**config.mk**
```make
export PLATFORM = sky130hd
export DESIGN_NAME = press_decoder_flat
export DESIGN_NICKNAME = d
export VERILOG_FILES = /design/src/rtl/press_decoder_pkg.sv /design/src/rtl/press_decoder_if.sv /design/src/rtl/press_decoder_edge.sv /design/src/rtl/press_decoder.sv /design/src/flat_wrapper.sv
export SDC_FILE = /design/constraint.sdc
export NUM_CORES = 1
export LEC_CHECK = 0
export ABC_AREA = 1
export CAP_MARGIN = 15
export CORE_MARGIN = 5
export CORE_UTILIZATION = 55
export DETAILED_ROUTE_END_ITERATION = 8
export PLACE_DENSITY = 0.76
export SLEW_MARGIN = 20
export SYNTH_ARGS = -nofsm -noshare
export SYNTH_HDL_FRONTEND = slang
export SYNTH_SLANG_ARGS = --single-unit
export TNS_END_PERCENT = 1
```
**constraint.sdc**
```tcl
create_clock -name clk -period 2.6 [get_ports clk]
set_clock_uncertainty 0.05 [all_clocks]
set_input_delay 0.52 -clock clk [delete_from_list [all_inputs] [get_ports clk]]
set_output_delay 0.52 -clock clk [all_outputs]
set_load 0.01 [all_outputs]
```
**src/rtl/press_decoder_pkg.sv**
```systemverilog
// Shared types and default timing constants for the push-button press decoder.
package press_decoder_pkg;

  typedef enum logic [2:0] {
    IDLE   = 3'd0,
    PRESS1 = 3'd1,
    HOLD   = 3'd2,
    WAIT2  = 3'd3,
    PRESS2 = 3'd4
  } state_t;

  // Defaults in 10 ms ticks of the 100 Hz system clock.
  localparam int LONG_TICKS_DEF = 100;
  localparam int DBL_GAP_DEF    = 30;

endpackage

```
**src/rtl/press_decoder_if.sv**
```systemverilog
// Button level in, classified press events out.
interface press_decoder_if;

  logic pb_debounced;
  logic short_press;
  logic long_press;
  logic double_press;
  logic held;

  // Producer of the button level, consumer of the events.
  modport master (
    output pb_debounced,
    input  short_press,
    input  long_press,
    input  double_press,
    input  held
  );

  // The decoder itself.
  modport slave (
    input  pb_debounced,
    output short_press,
    output long_press,
    output double_press,
    output held
  );

endinterface

```
**src/rtl/press_decoder_edge.sv**
```systemverilog
// Rise/fall strobes of the debounced button level.
// pb_prev resets to 1 so a button already held through reset yields no rise.
module pb_edge (
  input  logic clk,
  input  logic rst,
  input  logic pb,
  output logic rise,
  output logic fall
);

  logic pb_prev;

  // Previous-sample register, preset to "pressed" on reset.
  always_ff @(posedge clk) begin
    if (rst) pb_prev <= 1'b1;
    else     pb_prev <= pb;
  end

  assign rise = pb & ~pb_prev;
  assign fall = ~pb & pb_prev;

endmodule

```
**src/rtl/press_decoder.sv**
```systemverilog
// Classifies debounced button presses into short / long / double events.
// Every event is a registered one-cycle pulse one cycle after its deciding edge.
module press_decoder
  import press_decoder_pkg::*;
#(
  parameter int LONG_TICKS = LONG_TICKS_DEF,
  parameter int DBL_GAP    = DBL_GAP_DEF,
  parameter int CNT_W      = 8
) (
  input  logic            clk,
  input  logic            rst,
  press_decoder_if.slave  pb_if
);

  localparam logic [CNT_W-1:0] LONG_LAST = CNT_W'(LONG_TICKS - 1);
  localparam logic [CNT_W-1:0] GAP_LAST  = CNT_W'(DBL_GAP - 1);

  state_t           state, state_nxt;
  logic [CNT_W-1:0] cnt, cnt_nxt;
  logic             short_nxt, long_nxt, dbl_nxt, held_nxt;
  logic             pb, rise, fall;

  assign pb = pb_if.pb_debounced;

  pb_edge u_edge (
    .clk  (clk),
    .rst  (rst),
    .pb   (pb),
    .rise (rise),
    .fall (fall)
  );

  // State, timer and registered event outputs.
  always_ff @(posedge clk) begin
    if (rst) begin
      state              <= IDLE;
      cnt                <= '0;
      pb_if.short_press  <= 1'b0;
      pb_if.long_press   <= 1'b0;
      pb_if.double_press <= 1'b0;
      pb_if.held         <= 1'b0;
    end else begin
      state              <= state_nxt;
      cnt                <= cnt_nxt;
      pb_if.short_press  <= short_nxt;
      pb_if.long_press   <= long_nxt;
      pb_if.double_press <= dbl_nxt;
      pb_if.held         <= held_nxt;
    end
  end

  // Next state, timer update and next event values.
  // In PRESS1/HOLD/PRESS2 the previous sample was high, so a low sample is
  // exactly a fall; in WAIT2 the previous sample was low, so high is a rise.
  always_comb begin
    state_nxt = state;
    cnt_nxt   = cnt;
    short_nxt = 1'b0;
    long_nxt  = 1'b0;
    dbl_nxt   = 1'b0;
    held_nxt  = 1'b0;
    case (state)
      IDLE: begin
        if (rise) begin
          state_nxt = PRESS1;
          cnt_nxt   = '0;
        end
      end
      PRESS1: begin
        if (fall) begin
          state_nxt = WAIT2;
          cnt_nxt   = '0;
        end else if (cnt == LONG_LAST) begin
          long_nxt  = 1'b1;
          held_nxt  = 1'b1;
          state_nxt = HOLD;
          cnt_nxt   = '0;
        end else begin
          cnt_nxt = cnt + 1'b1;
        end
      end
      HOLD: begin
        if (fall) state_nxt = IDLE;
        else      held_nxt  = 1'b1;
      end
      WAIT2: begin
        // A re-press wins over the timeout on the same edge.
        if (rise) begin
          dbl_nxt   = 1'b1;
          state_nxt = PRESS2;
          cnt_nxt   = '0;
        end else if (cnt == GAP_LAST) begin
          short_nxt = 1'b1;
          state_nxt = IDLE;
          cnt_nxt   = '0;
        end else begin
          cnt_nxt = cnt + 1'b1;
        end
      end
      PRESS2: begin
        if (fall) state_nxt = IDLE;
      end
      default: begin
        state_nxt = IDLE;
        cnt_nxt   = '0;
      end
    endcase
  end

endmodule

```
**src/flat_wrapper.sv**
```systemverilog
// flat-port wrapper written by rule: the top's interface ports become plain ports
module press_decoder_flat import press_decoder_pkg::*;
#(
  parameter int LONG_TICKS = LONG_TICKS_DEF,
  parameter int DBL_GAP    = DBL_GAP_DEF,
  parameter int CNT_W      = 8
)
  (clk, rst, pb_if_pb_debounced, pb_if_short_press, pb_if_long_press, pb_if_double_press, pb_if_held);
  press_decoder_if pb_if_i ();
  input  logic clk;
  input  logic rst;
  input wire logic [$bits(pb_if_i.pb_debounced)-1:0] pb_if_pb_debounced;
  output wire logic [$bits(pb_if_i.short_press)-1:0] pb_if_short_press;
  output wire logic [$bits(pb_if_i.long_press)-1:0] pb_if_long_press;
  output wire logic [$bits(pb_if_i.double_press)-1:0] pb_if_double_press;
  output wire logic [$bits(pb_if_i.held)-1:0] pb_if_held;
  assign pb_if_i.pb_debounced = pb_if_pb_debounced;
  assign pb_if_short_press = pb_if_i.short_press;
  assign pb_if_long_press = pb_if_i.long_press;
  assign pb_if_double_press = pb_if_i.double_press;
  assign pb_if_held = pb_if_i.held;
  press_decoder #(.LONG_TICKS(LONG_TICKS), .DBL_GAP(DBL_GAP), .CNT_W(CNT_W)) u_core (.clk(clk), .rst(rst), .pb_if(pb_if_i));
endmodule
```
==> results.md <==
* Status: complete, no violations
* Power Density at 761 nW/µm²
* Initial antenna violation count at 0
* Post-synth ARST share at 0%
* Sink Count at 16
* Synth area leaders: dfxtp_1 37%, nand2_1 12%, nor2_1 8.3%, inv_1 5.3%, nand3_1 4.1%
* GP Congestion at roughly 0.86
* Unrepaired setup endpoints after global routing: false
* Tcrit/Tclk final at between 60% and 70%
* Layout Nets at approximately 130
* Via density at between 5 and 6
* N_diodes at 0
* FP Rows at 14
* Largest fanout on the critical path at 11
* CP dominant cell by count: nand2_1
* Syn Inst Count at 119
* Count of pins over their slew limit at 0
* R2r startpoint: u_core.cnt[0]
* DRC viols at 0
* CP Capture Type: register
* Minimum clock period at around 1800 ps
* Port Buffer Count at 6
* Resize count post-CTS at 0
* Critical Path Sink: u_core.state[0]
* Yosys reg bits at 16
* Tightest Pin Transition at between 400 and 500 ps
* Max Clock Freq at roughly 560 MHz
* First-pass GRT wire length at about 2800 µm
* FF-to-FF End: u_core.state[0]
* Dpl hpwl at 1190 µm
* Hold Vio Cnt, Final at 0
* Cts hold-fix bufs at 0
* Setup Buffers After CTS at 0
* CP Launch Point: pb_if_pb_debounced
* Count leader, synth: nand2_1
* Drt total wl at 1590 µm
* Placement Cell Area at slightly above 900 µm²
* Setup TNS at 0 ps
* Worst slack, placed at 548 ps
* Core area at about 1500 µm²
* Peak supply drop at 628 µV
* Top post-synthesis cells by count: 28 x nand2_1, 19 x nor2_1, 16 x dfxtp_1, 12 x inv_1, 7 x nand3_1
* Final setup vio count at 0
* Syn nets at roughly 120
* Register area share after synthesis at a little under two fifths
* Chip width at roughly 49 µm
* Pin count of the biggest net entering global routing at 12
* Crit path largest cell delay at about 440 ps
* DR iter-0 viols at 21
* Required time worst endpoint at about 2700 ps
* Top FF cell, synth: dfxtp_1
* Initial Utilization at a little under three fifths
* Ys Warns at 0
* Flop-to-flop setup slack at 1020 ps
* Delay-heaviest family, CP: simple AND/OR/NAND/NOR gates
* I/O pin count at 7
* Drt first pass iters at 4
* GR Util All Layers at about 15%
* WP data arrival at approximately 1900 ps
* Total chip power at 0.000727 W
* Final instance area at 956 µm²
* Wire length per cell at between 10 and 15 µm
* WS Path Type: in -> reg
* Worst min-delay path class: reg -> reg
* Maxcap violations at 0
* Total gr overflow at 0
* Worst R2R Path Depth at 8
* DP Cell Count at 139
* Reg clk slew, reported paths at approximately 90 ps
* Synth-to-layout area growth at 11.9%
* Cell taking the most area after synthesis: dfxtp_1
* Layout Cells excl Fill at roughly 140
* Final ANT Viol Nets at 0
* Max_slew headroom at slightly above 70%
* Synth unique cells at 26
* Die H at roughly 49 µm
* CTS Buffer Depth at 2
* CP bufs+invs at 1
* Die area at 2440 µm²
* Worst skew pair latency at around 280 ps
* Crit start category: input pin
* Final WS setup at 827 ps
* Critical path depth at 7
* TritonCTS Buffers at 3
* Layout cell share with drive strength beyond 1 at between 10% and 20%
* Share of the synthesized area in the top cell type at ~37%
* Vias in the first global route at slightly below 700
* CP max stage cell: clkdlybuf4s50_1
* Fillers at 136
* Leakage at about 0.4 nW
* CTS tree: yes
* Vias at ~740
* Cell breakdown of the critical path: clkdlybuf4s50_1 > nand2_1 > nand3_1 > nand2_2 > nand2_1 > a21oi_1 > nor2_1
* Synth Area per Inst at 7.18 µm²
* CTS root buf: clkbuf_4
* EDFF count, synth at 0
* CTS H-tree depth at 1
* Synthesized area at roughly 850 µm²
==> cells in the final DEF, fill, tap and decap left out, drive strengths merged, types with 4 or more instances in the layout <==
cell | synthesis | routed
clkbuf | 1 | 4
dfxtp | 16 | 16
nand3 | 9 | 9
inv | 13 | 13
a21oi | 5 | 5
nor2 | 21 | 21
nand2 | 34 | 34
clkdlybuf4s50 | 0 | 6
==> metal layers <==
layer / GRT usage [%] / wire [µm] / vias up
met1: 18.7 / 779 / 322
met2: 22.5 / 696 / 20
met3: 4.28 / 97 / 4
li1: - / - / 390
met5: 0 / 0 / -
met4: 6.11 / 19 / 0
==> worst reg2reg max path, stage by stage (launching register included) <==
cell and delay, ps:
dfxtp_1 430, ha_1 240, nand2_1 70, nor2_1 100, nand2_1 120, nand2_2 130
nand2_4 90, a21oi_1 170, nor2_1 50
==> flip-flops by register name (all words and copies together), names as in the netlist <==
name,cells
u_core.u_edge.pb_prev,1
u_core.pb_if.short_press,1
u_core.cnt,8
u_core.pb_if.double_press,1
u_core.pb_if.long_press,1
u_core.state,3
u_core.pb_if.held,1
==> power by group <==
group	total, W	switching [W]	internal [W]	leakage [nW]
Sequential	0.000292	0.0000235	0.000268	0.130
Combinational	0.000272	0.000183	0.0000887	0.249
Clock	0.000163	0.0000779	0.0000852	0.0210
Total	0.000727	0.000285	0.000442	0.400
==> worst min path at each step <==
stage,to,slack (ps),from,cells after the start
after CTS,u_core.cnt[7],460,u_core.cnt[7],2
after global placement,u_core.cnt[7],420,u_core.cnt[7],2
after detailed placement,u_core.cnt[7],440,u_core.cnt[7],2
after floorplan,u_core.cnt[7],410,u_core.cnt[7],2
final,u_core.cnt[7],460,u_core.cnt[7],2
after global routing,u_core.cnt[7],500,u_core.cnt[7],2
==> cell families after synthesis <==
kind of cell	count (synthesis)	share of synthesized area (%)
compound gates	9	6.74
fa+ha+maj	2	2.93
flops	16	37.5
buf+inv	15	7.47
xor+xnor	4	4.10
simple gates	73	41.3
==> final cells by class <==
class,instances,area (µm²),share of cell area (%)
clock buffer,4,36.3,3.80
inverter,13,48.8,5.10
multi-input combinational,88,470,49.2
sequential,16,320,33.5
tap,16,20.0,2.09
timing repair buffer,6,60.1,6.28
==> per-stage QoR <==
stage	util, %	hold WS, ps
floorplan	-	407
global placement	61.8	420
detailed placement	61.8	442
CTS	64.2	457
global route	64.2	504
finish	64.2	461
Note: power is estimated with default switching activity, not from simulation.
